## src/rtl/corefifo_resetgen_vdma.sv

```systemverilog
// rtl/corefifo_resetgen_vdma.sv - VDMA reset sequencer: min-width assert, ordered release, ack wait
// Optional feature macro: VDMA_RST_TIMEOUT_EN (sticky WAIT_ACK timeout flag).
module corefifo_resetgen_vdma #(
    parameter int NUM_DOMAINS       = 3,
    parameter int MIN_ASSERT_CYCLES = 16,
    parameter int RELEASE_GAP       = 4,
    parameter int ACK_SYNC_STAGES   = 2,
    parameter int ACK_TIMEOUT       = 1024,
    parameter int CNT_WIDTH         = 16
) (
    input  logic                   clk,
    input  logic                   reset,
    input  logic                   soft_rst_req,
    input  logic                   rst_ack_n,
    output logic [NUM_DOMAINS-1:0] rst_out_n,
    output logic                   rst_busy,
    output logic                   rst_done,
    output logic                   rst_timeout
);

    localparam logic [2:0] ST_IDLE     = 3'd0;
    localparam logic [2:0] ST_ASSERT   = 3'd1;
    localparam logic [2:0] ST_RELEASE  = 3'd2;
    localparam logic [2:0] ST_WAIT_ACK = 3'd3;
    localparam logic [2:0] ST_DONE     = 3'd4;

    localparam int IDX_W = (NUM_DOMAINS > 1) ? $clog2(NUM_DOMAINS) : 1;

    localparam logic [CNT_WIDTH-1:0] ASSERT_LAST = CNT_WIDTH'(MIN_ASSERT_CYCLES - 1);
    localparam logic [CNT_WIDTH-1:0] GAP_LAST    = CNT_WIDTH'(RELEASE_GAP - 1);
    localparam logic [IDX_W-1:0]     IDX_FIRST   = IDX_W'(1);
    localparam logic [IDX_W-1:0]     IDX_LAST    = IDX_W'(NUM_DOMAINS - 1);

    if (NUM_DOMAINS < 1 || MIN_ASSERT_CYCLES < 1 || RELEASE_GAP < 1 ||
        ACK_SYNC_STAGES < 2 || ACK_TIMEOUT < 1 ||
        longint'(MIN_ASSERT_CYCLES) > (longint'(1) << CNT_WIDTH) ||
        longint'(RELEASE_GAP) > (longint'(1) << CNT_WIDTH) ||
        longint'(ACK_TIMEOUT) > (longint'(1) << CNT_WIDTH)) begin : g_bad_cfg
        $error("corefifo_resetgen_vdma: invalid parameter set");
    end

    logic [2:0]                 state;
    logic [CNT_WIDTH-1:0]       cnt;
    logic [IDX_W-1:0]           idx;
    logic [ACK_SYNC_STAGES-1:0] ack_sync;
    logic                       ack_ok;

    assign ack_ok = ack_sync[ACK_SYNC_STAGES-1];

    // Synchronizer is flushed outside WAIT_ACK so a stale high ack from an
    // earlier sequence can never complete the current one.
    always_ff @(posedge clk or negedge reset) begin
        if (!reset) begin
            ack_sync <= '0;
        end else if (state != ST_WAIT_ACK) begin
            ack_sync <= '0;
        end else begin
            ack_sync <= {ack_sync[ACK_SYNC_STAGES-2:0], rst_ack_n};
        end
    end

`ifdef VDMA_RST_TIMEOUT_EN
    localparam logic [CNT_WIDTH-1:0] TIMEOUT_LAST = CNT_WIDTH'(ACK_TIMEOUT - 1);

    always_ff @(posedge clk or negedge reset) begin
        if (!reset) begin
            rst_timeout <= 1'b0;
        end else if (soft_rst_req) begin
            rst_timeout <= 1'b0;
        end else if (state == ST_WAIT_ACK && !ack_ok && cnt == TIMEOUT_LAST) begin
            rst_timeout <= 1'b1;
        end
    end
`else
    assign rst_timeout = 1'b0;
`endif

    always_ff @(posedge clk or negedge reset) begin
        if (!reset) begin
            state     <= ST_ASSERT;
            cnt       <= '0;
            idx       <= '0;
            rst_out_n <= '0;
            rst_busy  <= 1'b1;
            rst_done  <= 1'b0;
        end else begin
            rst_done <= 1'b0;
            // A request from any state (re)starts the full low window.
            if (soft_rst_req) begin
                state     <= ST_ASSERT;
                cnt       <= '0;
                idx       <= '0;
                rst_out_n <= '0;
                rst_busy  <= 1'b1;
            end else begin
                case (state)
                    ST_IDLE: begin
                        rst_busy <= 1'b0;
                    end
                    ST_ASSERT: begin
                        if (cnt == ASSERT_LAST) begin
                            cnt          <= '0;
                            rst_out_n[0] <= 1'b1;
                            if (NUM_DOMAINS == 1) begin
                                state <= ST_WAIT_ACK;
                            end else begin
                                idx   <= IDX_FIRST;
                                state <= ST_RELEASE;
                            end
                        end else begin
                            cnt <= cnt + 1'b1;
                        end
                    end
                    ST_RELEASE: begin
                        if (cnt == GAP_LAST) begin
                            cnt            <= '0;
                            rst_out_n[idx] <= 1'b1;
                            if (idx == IDX_LAST) begin
                                state <= ST_WAIT_ACK;
                            end else begin
                                idx <= idx + 1'b1;
                            end
                        end else begin
                            cnt <= cnt + 1'b1;
                        end
                    end
                    ST_WAIT_ACK: begin
                        if (ack_ok) begin
                            state    <= ST_DONE;
                            rst_done <= 1'b1;
                            rst_busy <= 1'b0;
                        end
`ifdef VDMA_RST_TIMEOUT_EN
                        else if (cnt == TIMEOUT_LAST) begin
                            state    <= ST_DONE;
                            rst_done <= 1'b1;
                            rst_busy <= 1'b0;
                        end else begin
                            cnt <= cnt + 1'b1;
                        end
`endif
                    end
                    ST_DONE: begin
                        state <= ST_IDLE;
                    end
                    default: begin
                        state     <= ST_ASSERT;
                        cnt       <= '0;
                        idx       <= '0;
                        rst_out_n <= '0;
                        rst_busy  <= 1'b1;
                    end
                endcase
            end
        end
    end

endmodule

```

## config.mk

```make
export PLATFORM = sky130hd
export DESIGN_NAME = corefifo_resetgen_vdma
export DESIGN_NICKNAME = d
export VERILOG_FILES = /design/src/rtl/corefifo_resetgen_vdma.sv
export SDC_FILE = /design/constraint.sdc
export NUM_CORES = 1
export LEC_CHECK = 0
export ABC_CLOCK_PERIOD_IN_PS = 2200
export BUFFER_PORTS_ARGS = -buffer_cell sky130_fd_sc_hd__buf_2
export CAP_MARGIN = 5
export CORE_ASPECT_RATIO = 1.5
export CORE_MARGIN = 2
export CORE_UTILIZATION = 25
export CTS_CLUSTER_SIZE = 12
export DETAILED_ROUTE_END_ITERATION = 8
export PLACE_DENSITY_LB_ADDON = 0.15
export SLEW_MARGIN = 10
export SYNTH_ARGS = -nofsm -noshare
export SYNTH_HDL_FRONTEND = slang
export SYNTH_SLANG_ARGS = --single-unit
```

## constraint.sdc

```tcl
create_clock -name clk -period 2.2 [get_ports clk]
set_clock_uncertainty 0.15 [all_clocks]
set_input_delay 0.22 -clock clk [delete_from_list [all_inputs] [get_ports clk]]
set_output_delay 0.22 -clock clk [all_outputs]
set_load 0.01 [all_outputs]
```

== After elaboration in Yosys (flattened, before gate mapping) ==
Index checks and enable logic that the tools add are counted.

* Logic and storage cells: 69
* Output and inout port bits: 6
* Flip-flop bits (word level): 28
* Input bits: 4

* Bitwise operators: 1
* Reductions and logical operators: 10
* $lt $le $gt $ge: 2
* Eq/ne operators: 17
* Add/subtract/negate cells: 2
* Multiplexer cells: 29

{| class="wikitable"
|+ Operator list
! cell !! count
|-
| $mux 16 || 3
|-
| $pmux 16 s3 || 1
|-
| $mux 3 || 7
|-
| $add 16x1->16 const B || 1
|-
| $eq 16x2->1 const B || 1
|-
| $eq 16x4->1 const B || 1
|-
| $ne 3x3->1 const B || 5
|-
| $pmux 3 s5 || 1
|-
| $mux 2 || 5
|-
| $mux 1 || 7
|-
| $eq 3x2->1 const B || 2
|-
| $ne 2x1->1 const B || 3
|-
| $pmux 1 s3 || 2
|-
| $pmux 2 s3 || 1
|-
| $reduce_or 3->1 || 2
|-
| $reduce_and 5->1 || 1
|-
| $pmux 2 s2 || 1
|-
| $reduce_and 2->1 || 2
|-
| $reduce_and 4->1 || 1
|-
| $reduce_or 4->1 || 1
|-
| $eq 3x1->1 const B || 1
|-
| $eq 3x3->1 const B || 1
|-
| $logic_not 3->1 || 1
|-
| $lt 2x3->1 const B || 1
|-
| 9 further kinds || 9
|}

== Depth between registers and ports, before layout ==
Gate-level depths: netlist of run 1.

* Word-level depth: 8
* Mapped depth: 8
* Mapped depth without buffers: 6

== Least setup slack after synthesis of run 1 ==
OpenSTA, ideal clock, no wires.

* Path kind: reg2reg
* Start point: reg cnt[0]
* End point: reg cnt[1]
* Arrival time: 1.643 ns
* Period minus slack after synthesis: 1.914 ns
* Cell stages (with the launch flop): 7
* Setup time: 0.121 ns
* Path buffers: 1
* Data required time: 1.929 ns
* Path slack: 0.286 ns
* Path through: dfrtp_1 ha_1 nor3b_1 nand4_2 a22o_2 buf_6 a22o_1

* Cells in the longest elaborated chain, start to end: 4
* Elaborated cells between the ends (all ways): 7
* Those cells by class: add/sub: 1; eq/ne: 2; mux: 4

{| class="wikitable"
|+ RTL lines
! what !! RTL line !! source
|-
| from (decl) || 43 || <nowiki>logic [CNT_WIDTH-1:0] cnt;</nowiki>
|-
| from (signal assigned) || 111 || <nowiki>cnt <= cnt + 1'b1;</nowiki>
|-
| from (signal assigned) || 124 || <nowiki>cnt <= cnt + 1'b1;</nowiki>
|-
| $add 16x1->16 (tied with other cells) || 111, 124 ||
|-
| $mux 16 (on tied branches) || 115, 101 ||
|-
| $pmux 16 s3 (*) || 96 || <nowiki>case (state)</nowiki>
|-
| $mux 16 (*) || 89 || <nowiki>if (soft_rst_req) begin</nowiki>
|}

Every way passes the cells marked *; elsewhere a longest branch is shown, timed or not.
A chain may end at the register's enable or synchronous reset.

== Worst setup path in the final report of run 1 ==
* Start point: reg cnt[0]
* End point: reg cnt[11]

The elaborated chain is that of the path after synthesis.

==> results of run 1 <==
-- worst reg2reg max path: cells and delay by family (launching register included) --
family                     cells  cell delay (ps)
AOI/OAI and AO/OA              2              180
DFF                            1              420
and+or+nand+nor                3              820
buffers and inverters          1              180
adders and majority gates      1              230
-- final timing paths --
path | startpoint | end
setup / recovery | cnt[0] | cnt[11]
hold / removal | rst_ack_n | ack_sync[0]
setup reg to reg | cnt[0] | cnt[11]
hold reg to reg | rst_out_n[2] | rst_out_n[2]
max in group asynchronous | reset | cnt[4]
min in group asynchronous | reset | cnt[2]
-- kinds of logic (layout without fill, tap and decap cells) --
kind of cell	count (synthesis)	in the layout	share of synthesized area (%)
buffers and inverters	15	28	6.01
XOR/XNOR	6	6	3.20
flip-flops	28	28	42.8
AO/OA/AOI/OAI	49	49	19.1
other	1	1	0.228
adder cells (fa/ha/maj)	4	4	3.04
AND/OR/NAND/NOR	66	66	25.6
-- metal layers --
layer	part of all wire [%]	vias to the layer above	GRT usage [%]
li1	-	632	-
met1	43	645	13.4
met2	54	12	21.5
met3	1.8	4	1.45
met4	1.2	0	3.55
met5	0	-	0
-- timing repair --
item | in CTS | in global routing
endpoints found under the setup margin | 0 | 2
endpoints found under the hold margin | 26 | 0
gates resized for setup | 0 | 1
setup buffers | 0 | 0
hold buffers | 1 | 0
-- final cells by class --
| type | instances | area share, % |
|---|---|---|
| clock buffer | 3 | 2.25 |
| inverter | 5 | 1.02 |
| multi-input combinational | 126 | 46.1 |
| sequential | 28 | 38.3 |
| tap | 76 | 5.17 |
| timing repair buffer | 20 | 7.22 |
-- sequential cells by signal, indices dropped and copies added, names as in the netlist --
signal	cells
cnt	16
rst_out_n	3
state	3
ack_sync	2
idx	2
rst_busy	1
rst_done	1
-- stage by stage --
step,hold slack [ps],power [uW],instances
floorplan,-226,1230,169
global placement,126,1400,254
detailed placement,143,1410,254
CTS,27.1,1700,258
global route,35.7,1830,258
finish,32.1,1670,258
-- synth_stat cells, drive strengths merged, types with 6 or more instances --
| cell | instances |
|---|---|
| nand3 | 7 |
| nor2 | 9 |
| dfrtp | 26 |
| buf | 6 |
| a21oi | 16 |
| a31oi | 8 |
| o21ai | 13 |
| nand2 | 14 |
| nor3 | 6 |
-- power by group through the flow --
stage,Clock (uW),Sequential (uW),Combinational (uW)
4_1_cts,300,698,707
6_report,283,696,695
3_5_place_dp,0,708,704
3_3_place_gp,0,705,697
5_1_grt,317,712,803
2_1_floorplan,0,677,557
==> metrics.cfg, run 1 <==
[outcome]
status=completed

[final_layout]
final_core_util_pct=28.5
multi_input_area_sq_um=847
drive_above_1_share_pct=23.1
fillers=685
final_area_sq_mm=0.00184
regArea_sq_um=703
n_antenna_cell=0
layout_common_cells=26 x dfrtp_1, 15 x a21oi_1, 14 x nand2_1, 13 x o21ai_0, 11 x buf_4
final_common_cell=dfrtp_1
syn_to_final_growth_pct=11.8
nNetsFinal=192

[job]
max_cap_viol_count=0

[sta]
drv_slew=0
slew_headroom_pct=56.8
finalCriticalPeriod_ps=2070
postLayoutSetupSlackWorst_ps=133
worst_pin_slew_ps=647
max_freq_mhz=484
hold_viol_final=0
setup_viol=0
fin_crit_sh_pct=93.9
rsz0062_at_grt=no
final.setup.tns_ps=0

[clock_tree]
clk_latency_ps=270
tritoncts=yes
clkSlewWorstSetupHoldPaths_ps=100
clockRootBuffer=clkbuf_8
cts.htree.levels=1
cts_buffer_depth=2
cts.sinks=28
cts_made_buffers=3

[worst_setup_path]
start_kind=flip-flop
cp_cell_sequence=ha_1 -> and3_2 -> nand4_1 -> a22oi_4 -> buf_4 -> or3_2 -> o21ai_0
critical_path.top_delay_family=simple AND/OR/NAND/NOR gates
worst-path-stages=7
r2r_cells=7
cpMaxStageDelayCell=or3_2
cp_num_buf_inv=1
crit_fanout=10
end_kind=flip-flop
ff2ff_setup_slack_ps=130
slowest_delay_ps=450
required_ps=2240
critPathKind=reg2reg
arrival_ps=2110

[route]
drtIter0Drc=47
drc=0
viasPerCell=5.01
wl_per_cell_um=14.5
vias=1293
wirelength_mm=3.75
drtAntennaViolNets=0
drtPass1Iterations=4

[power]
seq_power_share_pct=41.6
p_int_uw=1010
power.density_mw_per_mm2=911
p_clk_share_pct=16.9
p_sw_uw=661
leakage_uw=0.000779
ir_worst_vdd_mv=0.284
p_comb_share_pct=41.5
p_sw_share_pct=39.5

[global_route]
grt_overflow=0
grt_pass1_vias=1328
track_usage_pct=11.4
antenna_found_initial=0
grt_max_degree=29
grt_pass1_wl_mm=6.51

[placement]
dp_slack_ps=161
numPortBuffers=8
gp_congestion=0.754
post-dp-hpwl_mm=2.82
placed_cell_area_sq_mm=0.00178

[synth]
yosysTopAreaCell=dfrtp_1
syn_area_per_cell_sq_um=9.73
synth_seq_cells=28
syn_area_sq_mm=0.00164
yosys.cell_types.count=46
synth_nets=177
synth.area.top_cells=dfrtp_1 40%, a21oi_1 4.6%, o21ai_0 4.0%
syn_inst=169
synth_edf_count=0
synthArstFlopShare_pct=100
synth_flop_cell=dfrtp_1
ys_seq_area_share_pct=42.8
netlist.area_leader.share_pct=39.6
yosysWarningCount=0

[die]
die_width_um=70.2
die_y_um=103
die-area_sq_mm=0.00725
pin_count=10
rows=36
design.core.area_sq_mm=0.00644
initial_core_util_pct=25.5

[min_path]
worst_hold_path.num_cells=2
hp-class=in2reg

Power figures use the tool's default switching activity.
==> run 2, diff against run 1 <==
Settings changed: PLACE_DENSITY from default to 0.48, PLACE_DENSITY_LB_ADDON 0.15 to default.
==> run 2 against run 1 <==
Against the previous run:
- design area grew 1.7%
- combinational power grew 4.2%
- clock-buffer cell count grew 1
- die area is the same
- final cell count grew 1.2%
- clock power grew 16%
- critical path depth grew 1
- setup slack lost 14 ps
- hold slack lost 4.8 ps
- core utilization grew 0.49 points
- non-clock buffer count grew 2
- largest power group is now combinational cells
==> metrics.cfg, run 2 (synthesis results as in run 1) <==
[sta]
hold_viol_final=0
max_freq_mhz=481
setup_viol=0
finalCriticalPeriod_ps=2080
final.setup.tns_ps=0
rsz0062_at_grt=no
drv_slew=0
worst_pin_slew_ps=662
slew_headroom_pct=55.9
fin_crit_sh_pct=94.6

[power]
p_sw_share_pct=38.3
leakage_uw=0.000795
power.density_mw_per_mm2=937
p_int_uw=1080
power_uw=1750
p_clk_share_pct=18.8
p_comb_share_pct=41.4
ir_worst_vdd_mv=0.282
seq_power_share_pct=39.9
p_sw_uw=671

[die]
die-area_sq_mm=0.00725
pin_count=10
design.core.area_sq_mm=0.00644
rows=36
die_width_um=70.2
initial_core_util_pct=25.5
die_y_um=103

[final_layout]
syn_to_final_growth_pct=13.7
n_antenna_cell=0
reg.largest.list=cnt: 16 flops, rst_out_n: 3 flops, state: 3 flops
drive_above_1_share_pct=23.8
final_common_cell=dfrtp_1
largest_reg_flops=16
largest-register=cnt
nNetsFinal=194
layout_common_cells=26 x dfrtp_1, 15 x a21oi_1, 14 x nand2_1, 13 x o21ai_0, 12 x buf_4

[min_path]
worst_hold_path.num_cells=2
hp-class=in2reg
hold-path-endpoint=ack_sync[0]
min-delay-start=rst_ack_n

[global_route]
antenna_found_initial=0
grt_pass1_wl_mm=6.26
grt_max_degree=29
grt_pass1_vias=1276
track_usage_pct=11.0
grt_overflow=0

[route]
drc=0
vias=1256
viasPerCell=4.81
drtIter0Drc=92
wl_per_cell_um=14.0
drtPass1Iterations=4
drtAntennaViolNets=0
wirelength_mm=3.66

[worst_setup_path]
required_ps=2250
arrival_ps=2130
r2r_cells=7
cpMaxStageDelayCell=dlygate4sd3_1
cp_cell_sequence=dlygate4sd3_1 -> buf_2 -> buf_4 -> nor3_4 -> a22oi_4 -> buf_4 -> or3_2 -> o21ai_0
critical_path.most_common_cell=buf_4
critPathKind=in2reg
start_kind=input pin
crit_fanout=8
r2r-end=cnt[11]
slowest_delay_ps=530
ff2ff_setup_slack_ps=130
end_kind=flip-flop
r2r-start=cnt[0]

[clock_tree]
cts_made_buffers=3
clk_latency_ps=280
tritoncts=yes
clkSlewWorstSetupHoldPaths_ps=100
cts.sinks=28
cts.htree.levels=1
clockRootBuffer=clkbuf_8
cts_buffer_depth=2

[placement]
numPortBuffers=8
gp_congestion=0.771
post-dp-hpwl_mm=2.72

[job]
max_cap_viol_count=0

[outcome]
status=completed

## run 2: power groups by stage
| stage | combinational (uW) | clock, uW | sequential (uW) |
|---|---|---|---|
| CTS | 714 | 343 | 697 |
| detailed placement | 706 | 0 | 707 |
| finish | 724 | 329 | 698 |
| global route | 833 | 360 | 714 |
| floorplan | 557 | 0 | 677 |
| global placement | 707 | 0 | 704 |
## run 2: final cells by class
class                           instances  area, sq um
Timing Repair Buffer                   22          150
Clock buffer                            4         55.1
Sequential cell                        28          703
Tap cell                               76         95.1
Fill cell                             704         4570
Inverter                                5         18.8
Multi-Input combinational cell        126          847
## run 2: how the worst max path moves through the flow
stage	from	end	cells past startpoint
global placement	cnt[0]	cnt[9]	7
CTS	cnt[0]	cnt[9]	7
finish	soft_rst_req	cnt[11]	8
global route	cnt[0]	cnt[11]	7
detailed placement	cnt[0]	cnt[9]	7
floorplan	cnt[0]	cnt[1]	6
## run 2: what timing repair did
action / 4_1_cts / 5_1_grt
endpoints found under the hold margin: 27 / 0
gates resized for setup: 0 / 1
setup endpoints to repair: 0 / 8
setup buffers: 0 / 2
hold buffers: 2 / 0
## run 2: metrics by stage
step | util (%) | instances | hold WS (ps) | worst slack (ps) | area, sq um
2_1_floorplan | - | 169 | -226 | 286 | 1640
3_3_place_gp | 27.5 | 253 | 149 | 83.6 | 1770
3_5_place_dp | 27.5 | 253 | 154 | 68.1 | 1770
4_1_cts | 28.7 | 259 | 29.2 | 40.6 | 1850
5_1_grt | 29.0 | 261 | 21.7 | 13.2 | 1870
6_report | 29.0 | 261 | 27.3 | 119 | 1870
## run 2: layer usage
layer	vias to the layer above	global-route usage [%]	part of all wire, %
li1	636	-	-
met1	608	12.4	41
met2	8	21.0	56
met3	4	1.16	1.5
met4	0	4.59	1.3
met5	-	0	0
## run 2: worst max-delay path, delay by kind of cell
kind                   cells  cell delay, ps
buffers and inverters      4            1030
AO/OA/AOI/OAI              2             210
AND/OR/NAND/NOR            2             680
